$ cat config.mk
export PLATFORM = sky130hd
export DESIGN_NAME = axis_rr_arbiter
export DESIGN_NICKNAME = d
export VERILOG_FILES = /design/src/rtl/axis_arb_pkg.sv /design/src/rtl/rr_priority_pick.sv /design/src/rtl/axis_rr_arbiter.sv
export SDC_FILE = /design/constraint.sdc
export NUM_CORES = 1
export LEC_CHECK = 0
export CORE_ASPECT_RATIO = 0.6
export CORE_MARGIN = 8
export CORE_UTILIZATION = 24
export DETAILED_ROUTE_END_ITERATION = 12
export PLACE_DENSITY_LB_ADDON = 0.25
export SETUP_SLACK_MARGIN = 0.4
export SYNTH_ARGS = -nofsm -noshare
export SYNTH_HDL_FRONTEND = slang
export SYNTH_HIERARCHICAL = 1
export SYNTH_SLANG_ARGS = --single-unit
export TNS_END_PERCENT = 5
$ cat constraint.sdc
create_clock -name clk -period 1.55 [get_ports clk]
set_input_delay 0.31 -clock clk [delete_from_list [all_inputs] [get_ports clk]]
set_output_delay 0.31 -clock clk [all_outputs]
set_load 0.005 [all_outputs]
$ cat src/rtl/axis_arb_pkg.sv
// Shared types and helpers for the packet-locked round-robin AXI-Stream arbiter.
package axis_arb_pkg;

  typedef enum logic {
    ARB_IDLE = 1'b0,
    ARB_LOCK = 1'b1
  } arb_state_t;

  // Cyclic increment of a requester index: NUM_REQ-1 wraps back to 0.
  function automatic int unsigned rr_next(input int unsigned ptr, input int unsigned num_req);
    return (ptr + 32'd1 >= num_req) ? 32'd0 : ptr + 32'd1;
  endfunction

endpackage

$ cat src/rtl/rr_priority_pick.sv
// Round-robin pick: lowest set request at or after ptr, wrapping modulo NUM_REQ.
// The request vector is doubled; the lower copy is masked below ptr so a plain
// lowest-bit search over both copies yields the cyclic scan order.
module rr_priority_pick #(
  parameter  int NUM_REQ = 4,
  localparam int IDX_W   = $clog2(NUM_REQ)
) (
  input  logic [NUM_REQ-1:0] req_i,
  input  logic [IDX_W-1:0]   ptr_i,
  output logic               found_o,
  output logic [IDX_W-1:0]   idx_o
);

  logic [2*NUM_REQ-1:0] req_dbl;
  logic [2*NUM_REQ-1:0] masked;

  assign req_dbl = {req_i, req_i};

  generate
    for (genvar gi = 0; gi < 2 * NUM_REQ; gi++) begin : g_mask
      if (gi < NUM_REQ) begin : g_low
        localparam logic [IDX_W-1:0] POS = IDX_W'(gi);
        assign masked[gi] = req_dbl[gi] & (POS >= ptr_i);
      end else begin : g_high
        assign masked[gi] = req_dbl[gi];
      end
    end
  endgenerate

  // Lowest set bit of the masked double vector wins; fold it back into range.
  always_comb begin
    found_o = 1'b0;
    idx_o   = '0;
    for (int j = 2 * NUM_REQ - 1; j >= 0; j--) begin
      if (masked[j]) begin
        found_o = 1'b1;
        idx_o   = IDX_W'(j % NUM_REQ);
      end
    end
  end

endmodule

$ cat src/rtl/axis_rr_arbiter.sv
// Packet-locked round-robin arbiter sharing one AXI-Stream output among
// NUM_REQ requesters. A grant is held until the owner's tlast beat transfers,
// then priority passes to the next index. Pure combinational forwarding while
// locked; no data storage.
module axis_rr_arbiter
  import axis_arb_pkg::*;
#(
  parameter int NUM_REQ    = 4,
  parameter int DATA_WIDTH = 32
) (
  input  logic                          clk,
  input  logic                          rst,
  input  logic [NUM_REQ*DATA_WIDTH-1:0] s_axis_tdata,
  input  logic [NUM_REQ-1:0]            s_axis_tvalid,
  input  logic [NUM_REQ-1:0]            s_axis_tlast,
  output logic [NUM_REQ-1:0]            s_axis_tready,
  output logic [DATA_WIDTH-1:0]         m_axis_tdata,
  output logic                          m_axis_tvalid,
  output logic                          m_axis_tlast,
  input  logic                          m_axis_tready,
  output logic [NUM_REQ-1:0]            grant,
  output logic                          busy
);

  localparam int IDX_W = $clog2(NUM_REQ);

  arb_state_t       state_q, state_d;
  logic [IDX_W-1:0] grant_idx_q, grant_idx_d;
  logic [IDX_W-1:0] ptr_q, ptr_d;

  logic             pick_found;
  logic [IDX_W-1:0] pick_idx;

  logic [DATA_WIDTH-1:0] req_data [NUM_REQ];

  generate
    for (genvar gi = 0; gi < NUM_REQ; gi++) begin : g_split
      assign req_data[gi] = s_axis_tdata[gi*DATA_WIDTH +: DATA_WIDTH];
    end
  endgenerate

  rr_priority_pick #(
    .NUM_REQ(NUM_REQ)
  ) u_pick (
    .req_i   (s_axis_tvalid),
    .ptr_i   (ptr_q),
    .found_o (pick_found),
    .idx_o   (pick_idx)
  );

  // State, owner index and next-priority pointer registers.
  always_ff @(posedge clk) begin
    if (rst) begin
      state_q     <= ARB_IDLE;
      grant_idx_q <= '0;
      ptr_q       <= '0;
    end else begin
      state_q     <= state_d;
      grant_idx_q <= grant_idx_d;
      ptr_q       <= ptr_d;
    end
  end

  // Arbitration, packet-end detection and the owner's forwarding mux.
  always_comb begin
    state_d       = state_q;
    grant_idx_d   = grant_idx_q;
    ptr_d         = ptr_q;
    m_axis_tdata  = '0;
    m_axis_tvalid = 1'b0;
    m_axis_tlast  = 1'b0;
    s_axis_tready = '0;
    grant         = '0;
    busy          = 1'b0;

    case (state_q)
      ARB_IDLE: begin
        if (pick_found) begin
          grant_idx_d = pick_idx;
          state_d     = ARB_LOCK;
        end
      end
      ARB_LOCK: begin
        busy         = 1'b1;
        grant        = NUM_REQ'(1) << grant_idx_q;
        m_axis_tdata = req_data[grant_idx_q];
        m_axis_tlast = s_axis_tlast[grant_idx_q];
        // Handshakes are blocked during reset so a partial packet cannot leak a beat.
        m_axis_tvalid              = s_axis_tvalid[grant_idx_q] & ~rst;
        s_axis_tready[grant_idx_q] = m_axis_tready & ~rst;
        if (m_axis_tvalid && m_axis_tready && m_axis_tlast) begin
          state_d = ARB_IDLE;
          ptr_d   = IDX_W'(rr_next(32'(grant_idx_q), 32'(NUM_REQ)));
        end
      end
      default: state_d = ARB_IDLE;
    endcase
  end

endmodule

==> impl_results.md, run 1 <==
- Status: finished with violations
- Violated checks: setup timing
- Pwr Total: 1.40 mW
- Vias in the first global route: 2141
- Final Util: 0.647
- First-pass GRT wire length: 12200 um
- Critical path capture point type: output port
- I/O pins: about 180
- Peak VDD IR: 0.000389 V
- Max-cap violations: 0
- Hold Vio Cnt, Final: 0
- Syn Nets: 281
- Fmax: roughly 0.49 GHz
- Final wirelength: about 8400 um
- Final ANT Viol Nets: 0
- Inst Count DP: 419
- Port Buffers: about 180
- RSZ-0062 raised after global routing: yes
- Data required, critical path: ~1200 ps
- Worst hold path type: register to register
- Worst-Skew Late Latency: 220 ps
- Gr usage total: 0.175
- GR Overflow Total: 0
- Nets@finish: around 500
- H-Tree Depth: 1
- Ys Warns: 6
- Worst Max-Slew Pin Slew: 232 ps
- Initial antenna violation count: 0
- Crit path DAT: 1710 ps
- Maximum number of pins on one net before global-route repair: 20
- Register area share after synthesis: 0.0678
- Min Clock Period, post-route: 2020 ps
- Most common cell after layout, fill and taps aside: clkdlybuf4s50_1
- Clock Pin Slew Worst Setup and Hold Paths: 40 ps
- Tcrit/Tclk final: 1.30
- Count of cell types in the netlist: 24
- DRT Pass-1 Iters: 4
- Via count: 1993
- Ant. Diodes: 0
- Fin. max-slew vios: 0
- Syn_area_per_cell: roughly 11 um2
- Crit-path cells: buf_6 -> buf_12 -> buf_12 -> mux4_2 -> and2_1 -> buf_2
- HPWL Detailed: around 7000 um
- Wire per inst: about 19 um
- Remaining DRCs: 0
- Maximum clock insertion buffer count: 2
- CP delay by family, top: multiplexers
- Crit Path Max Fanout: 5
- CP Buf/Inv Count: 4
- Die Ht: 76.8 um
- Layout area overhead: 164%
- Mapped cell area: 1480 um2
- Die ar.: 9000 um2
- Crit Path Category: register to output port
- Row count: 22
- Synthesized flop and latch total: 5
- Synthesized netlist cell count: 138
- Total CTS buffers: 3
- Worst path max stage delay: ~500 ps
- Root buffer cell: clkbuf_8
- Final setup margin: -472 ps
- Post-Place Setup Slack: -614 ps
- Vias per cell: roughly 4.5
- Die Width: 117 um
- Share of cells above drive strength 1: 0.456
- Clock Sinks: 5
- Leakage power: 1.58 nW
- CTS tree: done
- Pwr dens: between 300 and 400 nW/um2
- Slowest-stage cell, CP: mux4_2
- Most frequent CP cell: buf_12
- Starting Density: 0.245
- Slew headroom: 0.841
- Endpoints failing setup: 45
- Core box area: 6030 um2
- Max Clock Skew: just under 0.8 ps
- Critical Path Start Type: register
- Placer Congestion: 0.846
- Drt initial violations: 67
- Cell Count, Final, Fillers Out: 439
- Commonest cells after routing, fill and taps aside: clkdlybuf4s50_1, mux4_2, buf_6, and2_4, buf_4
==> worst register-to-register path, delay by kind of cell, from the launching register on <==
| family | cells | cell delay (ps) |
|---|---|---|
| DFF | 1 | 390 |
| AOI/OAI and AO/OA | 2 | 170 |
| buffers and inverters | 4 | 480 |
| muxes | 2 | 550 |
==> registers in the layout, summed over array words and instances (netlist names) <==
| name | cells |
|---|---|
| state_q | 1 |
| grant_idx_q | 2 |
| ptr_q | 2 |
==> layout make-up <==
cell class                 instances  area (um2)
multi-input combinational        116        1390
timing repair buffer             225        2230
tap                               84         105
clock buffer                       4        45.0
sequential                         5         106
inverter                           5        21.3
fill                             500        2130
==> cell usage after synthesis, drive strengths merged <==
library cell	count	area share
mux2	1	0.010
mux2i	6	0.041
mux4	32	0.49
clkbuf	4	0.010
nand2b	4	0.017
a311oi	1	0.0059
buf	8	0.040
nand2	4	0.010
o22ai	1	0.0085
dfxtp	5	0.068
or2b	1	0.0059
a21oi	5	0.017
inv	5	0.013
and4b	1	0.0068
or4	1	0.0051
nor3	3	0.010
ha	4	0.034
o2bb2a	1	0.0068
nor2	8	0.020
and2	36	0.15
o21ai	2	0.0093
nor2b	5	0.021
==> path summary, 6_finish.rpt <==
kind	start	to	slack [ps]	depth (start not counted)
worst max-delay path	grant_idx_q[0]	m_axis_tdata[10]	-470	6
worst min-delay path	ptr_q[1]	ptr_q[1]	560	2
worst max register to register	grant_idx_q[0]	ptr_q[0]	-160	8
worst min register to register	ptr_q[1]	ptr_q[1]	560	2
==> cells by family after synthesis <==
logic type,count (synthesis),synth area share
buffers and inverters,17,0.0627
AOI/OAI and AO/OA,10,0.0475
adders and majority gates,4,0.0339
and+or+nand+nor,63,0.249
muxes,39,0.539
DFF,5,0.0678
==> power by group <==
part	internal [mW]	switching (mW)
combinational	0.735	0.277
sequential	0.135	0.00999
clock	0.177	0.0659
==> layer usage <==
metal	GRT usage	share of wire	wire length, um	vias to the layer above
met5	0	0	0	-
met4	0.0241	0.0068	57	0
met3	0.0344	0.083	690	7
met2	0.327	0.53	4390	76
met1	0.202	0.38	3210	951
li1	-	-	-	959
==> stage by stage <==
step / instance area, um2 / TNS (ps) / hold WS (ps)
floorplan: 1500 / -1060 / 375
global placement: 3610 / -22780 / 539
detailed placement: 3610 / -23400 / 551
CTS: 3860 / -17690 / 575
global route: 3900 / -19630 / 606
finish: 3900 / -16700 / 565
==> timing repair <==
action	CTS	global route
resized for setup	209	26
setup endpoints to repair	48	48
cloned	2	0
hold buffers	0	0
pin swaps	29	5
buffers inserted	12	2
Power figures use the tool's default switching activity.
==> run 2: changes to the inputs <==
- ABC_CLOCK_PERIOD_IN_PS: unset -> 1550
- SYNTH_HIERARCHICAL: 1 -> unset
==> run 2 against run 1 <==
Effect of this change: the run still ends with setup timing left; total power down 1.3%; design area fell by 1.1%; via count increased by 0.20%; clock-buffer cell count did not move; combinational power about the same; sequential share of layout area up 0.16 points; clock skew rose by 1.3 ps; critical path type unchanged; largest cell class unchanged; largest power group unchanged.
==> impl_results.md, run 2 <==
- Status: finished with violations
- Violated checks: setup timing
- Vias in the first global route: 2111 (-1.4%)
- Ant. Diodes: 0 (unchanged)
- Ys Warns: 0 (-6)
- Sw frac: 0.259 (+0.00719)
- Critical Path Start Type: register
- Top flop regs: grant_idx_q x2, ptr_q x2, state_q x1
- Most common cell after layout, fill and taps aside: clkdlybuf4s50_1
- Async set-reset flop share out of synthesis: 0 (unchanged)
- R2R Path Start: grant_idx_q[0]
- Share of the synthesized area in the top cell type: 0.492 (+0.00417)
- H-Tree Depth: 1 (unchanged)
- Initial antenna violation count: 0 (unchanged)
- Via count: 1997 (+0.20%)
- Combinational share of power: 0.716 (-0.007)
- Critical path capture point type: output port
- Crit-path cells: buf_12 -> buf_6 -> buf_12 -> buf_16 -> mux4_2 -> and2_4 -> buf_6
- Tcrit/Tclk final: 1.34 (+0.0338)
- Worst hold path type: register to register
- Endpoints failing setup: 46 (+2.2%)
- Fmax: 0.482 GHz (-2.5%)
- Min Clock Period, post-route: 2070 ps (+52.4 ps)
- Hold Vio Cnt, Final: 0 (unchanged)
- Switch Pwr: 358 uW (+1.5%)
- Busiest grt layer: met2
- Register area share after synthesis: 0.0684 (+0.000579)
- Syn Nets: 280 (-0.36%)
- Synthesized netlist cell count: 137 (-0.72%)
- Die Width: 117 um (-0.37%)
- Maximum clock insertion buffer count: 2 (unchanged)
- Worst-Skew Late Latency: 230 ps (about the same)
- Starting Density: 0.244 (-0.000962)
- Hold worst-path end: ptr_q[1]
- Reg-to-Reg End: ptr_q[0]
- Leakage power: 1.52 nW (-3.6%)
- Row count: 22 (unchanged)
- R2R cell count: 8 (unchanged)
- Slowest-stage cell, CP: mux4_2
- Predominant post-synthesis flop cell: dfxtp_1
- RSZ-0062 raised after global routing: yes
- Clk network pwr share: 0.181 (+0.008)
- Sequential Power Share: 0.103 (about the same)
- Share of cells above drive strength 1: 0.444 (-0.0125)
- Vias per cell: 4.63 (+2.1%)
- Count of cell types in the netlist: 25 (+4.2%)
- GRT met2 Usage: 0.318 (-0.00899)
- Remaining DRCs: 0 (unchanged)
- Wire per inst: 19.8 um (+4.1%)
- Register area: 111 um2 (+4.7%)
- Clock Pin Slew Worst Setup and Hold Paths: 40 ps (about the same)
- Final setup margin: -524 ps (-52.4 ps)
- Crit path DAT: 1760 ps (+50 ps)
- Pwr dens: 358 nW/um2 (-0.25%)
- Worst path max stage delay: 480 ps (-20 ps)
- Max-cap violations: 0 (unchanged)
- Final-layout fill cell count: 488 (-2.4%)
- Mapped cell area: 1460 um2 (-0.85%)
- Die Ht: 76.5 um (-0.34%)
- Synth top area cells: mux4_2, and2_1, dfxtp_1
- Final Util: 0.643 (-0.00391)
- Root buffer cell: clkbuf_8
- I/O pins: 182 (unchanged)
- GR Overflow Total: 0 (unchanged)
- HPWL Detailed: 6850 um (-1.9%)
- Synth area leader: mux4_2
- Core box area: 6000 um2 (-0.46%)
- Nets@finish: 491 (-1.6%)
- Int Power: 1.02 mW (-2.3%)
- CTS tree: done
- Hold path start: ptr_q[1]
- Total CTS buffers: 3 (unchanged)
- Die ar.: 8940 um2 (-0.70%)
- Most numerous cell in the Yosys netlist: and2_1
- Syn_area_per_cell: 10.7 um2 (-0.12%)
- Synth top cells by count: and2_1, mux4_2, inv_1, mux2i_1
- Gr usage total: 0.185 (+0.0104)
- Post-Place Setup Slack: -854 ps (-240 ps)
- Drt initial violations: 54 (-19%)
- Synthesized flop and latch total: 5 (unchanged)
- GR Util met1: 0.238 (+0.0353)
- Max Clock Skew: 2.05 ps (+1.28 ps)
- Crit Path Category: register to output port
- Post-synth EDFFs: 0 (unchanged)
- Peak VDD IR: 0.000225 V (-42%)
- Slew headroom: 0.809 (-0.0320)
- Final ANT Viol Nets: 0 (unchanged)
- Final wirelength: 8540 um (+2.2%)
- Port Buffers: 181 (unchanged)
- Hold Path Depth: 2 (unchanged)
- Crit Path Max Fanout: 6 (+1)
- Placer Congestion: 0.809 (-4.4%)
- Worst Max-Slew Pin Slew: 279 ps (+46.7 ps)
- Inst Count DP: 411 (-1.9%)
- Multi-input logic area: 1410 um2 (+1.2%)
- Cell Count, Final, Fillers Out: 431 (-1.8%)
- Reg2reg setup slack: -70 ps (+90 ps)
- Layout area overhead: 164%
- Commonest cells after routing, fill and taps aside: clkdlybuf4s50_1, mux4_2, buf_2, buf_4
- First-pass GRT wire length: 12900 um (+5.4%)
- Clock Sinks: 5 (unchanged)
- Global-route track usage on met3: 0.0356 (+0.00120)
- DRT Pass-1 Iters: 4 (unchanged)
- Maximum number of pins on one net before global-route repair: 23 (+15%)
- Fin. max-slew vios: 0 (unchanged)
- Data required, critical path: 1240 ps (about the same)
run 2: worst max path at each step:
stage | start | cells past startpoint | to
2_1_floorplan | grant_idx_q[0] | 4 | m_axis_tdata[10]
3_3_place_gp | s_axis_tvalid[3] | 5 | m_axis_tvalid
3_5_place_dp | s_axis_tvalid[3] | 5 | m_axis_tvalid
4_1_cts | grant_idx_q[0] | 7 | m_axis_tdata[17]
5_1_grt | grant_idx_q[0] | 7 | m_axis_tdata[17]
6_report | grant_idx_q[0] | 7 | m_axis_tdata[17]
run 2: worst max-delay path, delay by kind of cell (launching register included):
kind / cells / cell delay, ps
multiplexers: 1 / 480
flip-flops: 1 / 360
AND/OR/NAND/NOR: 1 / 170
buffers and inverters: 5 / 520
run 2: cells by family (layout without fill, tap and decap cells):
logic type / after synthesis / after routing / synth area share
AND/OR/NAND/NOR: 57 / 57 / 0.228
multiplexers: 39 / 39 / 0.544
buffers and inverters: 19 / 229 / 0.0684
AO/OA/AOI/OAI: 13 / 13 / 0.0573
flip-flops: 5 / 5 / 0.0684
adder cells (fa/ha/maj): 4 / 4 / 0.0342
run 2: power by group through the flow:
stage          Clock [mW]  Sequential, mW  Combinational [mW]
3_5_place_dp            0           0.146               0.889
3_3_place_gp            0           0.146               0.874
4_1_cts             0.252           0.143               0.956
6_report            0.250           0.143               0.989
5_1_grt             0.267           0.143                1.06
2_1_floorplan           0           0.143               0.303
run 2: stage by stage:
stage	hold slack, ps	TNS, ps	area, um2	total power, mW
6_report	580	-15500	3860	1.38
5_1_grt	618	-18430	3860	1.47
4_1_cts	569	-17290	3780	1.35
3_5_place_dp	563	-22970	3510	1.03
3_3_place_gp	544	-22410	3510	1.02
2_1_floorplan	509	-898	1480	0.446
run 2: metal layers:
| layer | wire (um) | up-vias |
|---|---|---|
| met5 | 0 | - |
| met4 | 31 | 0 |
| met3 | 615 | 4 |
| met2 | 4290 | 71 |
| met1 | 3610 | 974 |
| li1 | - | 948 |
run 2: layout make-up:
type / count / area share
clock buffers: 4 / 0.0117
inverters: 6 / 0.00648
flip-flops and latches: 5 / 0.0288
well taps: 84 / 0.0272
repair buffers: 219 / 0.560
multi-input cells: 113 / 0.365
run 2: what timing repair did:
action                                  CTS  global route
gates resized for setup                 190            39
hold endpoints to repair                  0             0
endpoints found under the setup margin   48            48
cloned                                    4             0
pin swaps                                26             5
setup buffers                            12             0
hold buffers                              0             0
==> run 3: changes to the inputs <==
- CELL_PAD_IN_SITES_DETAIL_PLACEMENT: unset -> 1
- CELL_PAD_IN_SITES_GLOBAL_PLACEMENT: unset -> 2
- CORE_UTILIZATION: 24 -> 11
==> run 3 against run 2 <==
Effect of this change: the flow still finishes with violations (setup timing); non-clock buffer count up 3; global-route usage down 7.6 points; die area up 94%; clock skew down 1.4 ps; design area up 4.7%; total power up 16%; worst hold slack worse by 50 ps; register-to-register slack worse by 210 ps; sequential power about the same; clock power up 68%; critical path type unchanged.
==> impl_results.md, run 3 (synthesized netlist as in run 2, its figures left out) <==
- Drt initial violations: 36 (-33%)
- Clock Sinks: 5 (unchanged)
- Layout area overhead: 176%
- Share of cells above drive strength 1: 0.463 (+0.0191)
- Maximum clock insertion buffer count: 2 (unchanged)
- H-Tree Depth: 1 (unchanged)
- Maximum number of pins on one net before global-route repair: 21 (-8.7%)
- Crit path DAT: 1700 ps (-60 ps)
- Port Buffers: 181 (unchanged)
- Initial antenna violation count: 0 (unchanged)
- Row count: 32 (+45%)
- Ant. Diodes: 0 (unchanged)
- R2R Path Start: grant_idx_q[0]
- Clock Pin Slew Worst Setup and Hold Paths: 30 ps (about the same)
- CTS tree: done
- Max Clock Skew: 0.700 ps (-1.35 ps)
- Via count: 2027 (+1.5%)
- Final wirelength: 10000 um (+18%)
- Crit Path Max Fanout: 6 (unchanged)
- Fmax: 0.497 GHz (+3.2%)
- First-pass GRT wire length: 14700 um (+14%)
- Critical path capture point type: output port
- Max-cap violations: 0 (unchanged)
- Critical Path Start: grant_idx_q[0]
- Worst Max-Slew Pin Slew: 345 ps (+66.1 ps)
- Critical Path Start Type: register
- Final-layout fill cell count: 1458 (+200%)
- Violated checks: setup timing
- Die ar.: 17400 um2 (+94%)
- Root buffer cell: clkbuf_16
- Data required, critical path: 1240 ps (about the same)
- Tcrit/Tclk final: 1.30 (-0.0411)
- Starting Density: 0.113 (-0.131)
- Vias in the first global route: 2337 (+11%)
- Pwr dens: 397 nW/um2 (+11%)
- Vias per cell: 3.90 (-16%)
- Hold path start: grant_idx_q[1]
- Pwr Total: 1.60 mW (+16%)
- I/O pins: 182 (unchanged)
- Gr usage total: 0.109 (-0.0759)
- Worst-Skew Late Latency: 220 ps (about the same)
- Fin. max-slew vios: 0 (unchanged)
- Die Width: 165 um (+41%)
- Die Ht: 105 um (+38%)
- Register area: 106 um2 (-4.5%)
- Min Clock Period, post-route: 2010 ps (-63.7 ps)
- Top flop regs: grant_idx_q x2, ptr_q x2, state_q x1
- Wire per inst: 19.3 um (-2.5%)
- HPWL Detailed: 8230 um (+20%)
- Most common cell after layout, fill and taps aside: clkdlybuf4s50_1
- Final setup margin: -461 ps (+63.7 ps)
- Nets@finish: 494 (+0.61%)
- GR Overflow Total: 0 (unchanged)
- RSZ-0062 raised after global routing: yes
- Leakage power: 1.57 nW (+3.3%)
- Slew headroom: 0.763 (-0.0453)
- Final ANT Viol Nets: 0 (unchanged)
- Peak VDD IR: 0.000223 V (-0.82%)
- Status: finished with violations
- Endpoints failing setup: 46 (unchanged)
- Remaining DRCs: 0 (unchanged)
- DRT Pass-1 Iters: 4 (unchanged)
- Crit Path Category: register to output port
- Placer Congestion: 0.689 (-15%)
- Multi-input logic area: 1400 um2 (-0.62%)
- Core box area: 12900 um2 (+120%)
- Total CTS buffers: 3 (unchanged)
- Post-CTS Hold Fix Bufs: 0 (unchanged)
- Final setup TNS: -16630 ps (-1130 ps)
- Worst hold path type: register to register
- Hold Vio Cnt, Final: 0 (unchanged)
- Commonest cells after routing, fill and taps aside: clkdlybuf4s50_1, mux4_2, and2_4, buf_6, buf_4
## run 3: changes by cell type in the layout (fill, tap and decap cells not counted), sizes merged
cell | previous run | this run
buf | 71 | 77
clkdlybuf4s50 | 138 | 137
clkbuf | 11 | 9
## run 3: per-layer routing
metal / wire (um) / global-route usage / part of all wire / up-vias
li1: - / - / - / 954
met1: 4290 / 0.138 / 0.43 / 980
met2: 4770 / 0.188 / 0.47 / 91
met3: 977 / 0.0338 / 0.097 / 2
met4: 4 / 0.00576 / 0.00040 / 0
met5: 0 / 0 / 0 / -
## run 3: critical path, cell delays in order, from the launching register on
cell and delay [ps]:
dfxtp_4 380, buf_6 110, buf_12 90, buf_16 120, mux4_2 500, and2_4 150
buf_6 110
## run 3: area by class of cell
class / count / area share
Clock buffer: 4 / 0.0195
Inverter: 6 / 0.00619
Multi-Input combinational cell: 113 / 0.347
Sequential cell: 5 / 0.0263
Tap cell: 170 / 0.0526
Timing Repair Buffer: 222 / 0.548
## run 3: per-stage QoR
| step | worst slack [ps] | hold slack [ps] | util | std cells | cell area (um2) |
|---|---|---|---|---|---|
| 2_1_floorplan | -55.7 | 509 | - | 137 | 1480 |
| 3_3_place_gp | -782 | 527 | 0.283 | 502 | 3650 |
| 3_5_place_dp | -741 | 524 | 0.283 | 502 | 3650 |
| 4_1_cts | -483 | 536 | 0.305 | 520 | 3940 |
| 5_1_grt | -536 | 562 | 0.312 | 520 | 4040 |
| 6_report | -461 | 529 | 0.312 | 520 | 4040 |
## run 3: where the power goes
part	switching [mW]	internal (mW)
logic	0.293	0.748
clock network	0.0797	0.340
registers	0.00844	0.135
## run 3: final timing paths
kind / end / slack [ps] / depth (start not counted)
worst max-delay path: m_axis_tdata[7] / -460 / 6
worst min-delay path: grant_idx_q[1] / 530 / 2
worst max register to register: ptr_q[0] / -280 / 9
worst min register to register: grant_idx_q[1] / 530 / 2
## run 3: repair_timing
item / in CTS / in global routing
pin swaps: 32 / 3
gates cloned: 3 / 0
gates resized for setup: 208 / 35
setup buffers: 11 / 0
setup endpoints to repair: 48 / 48
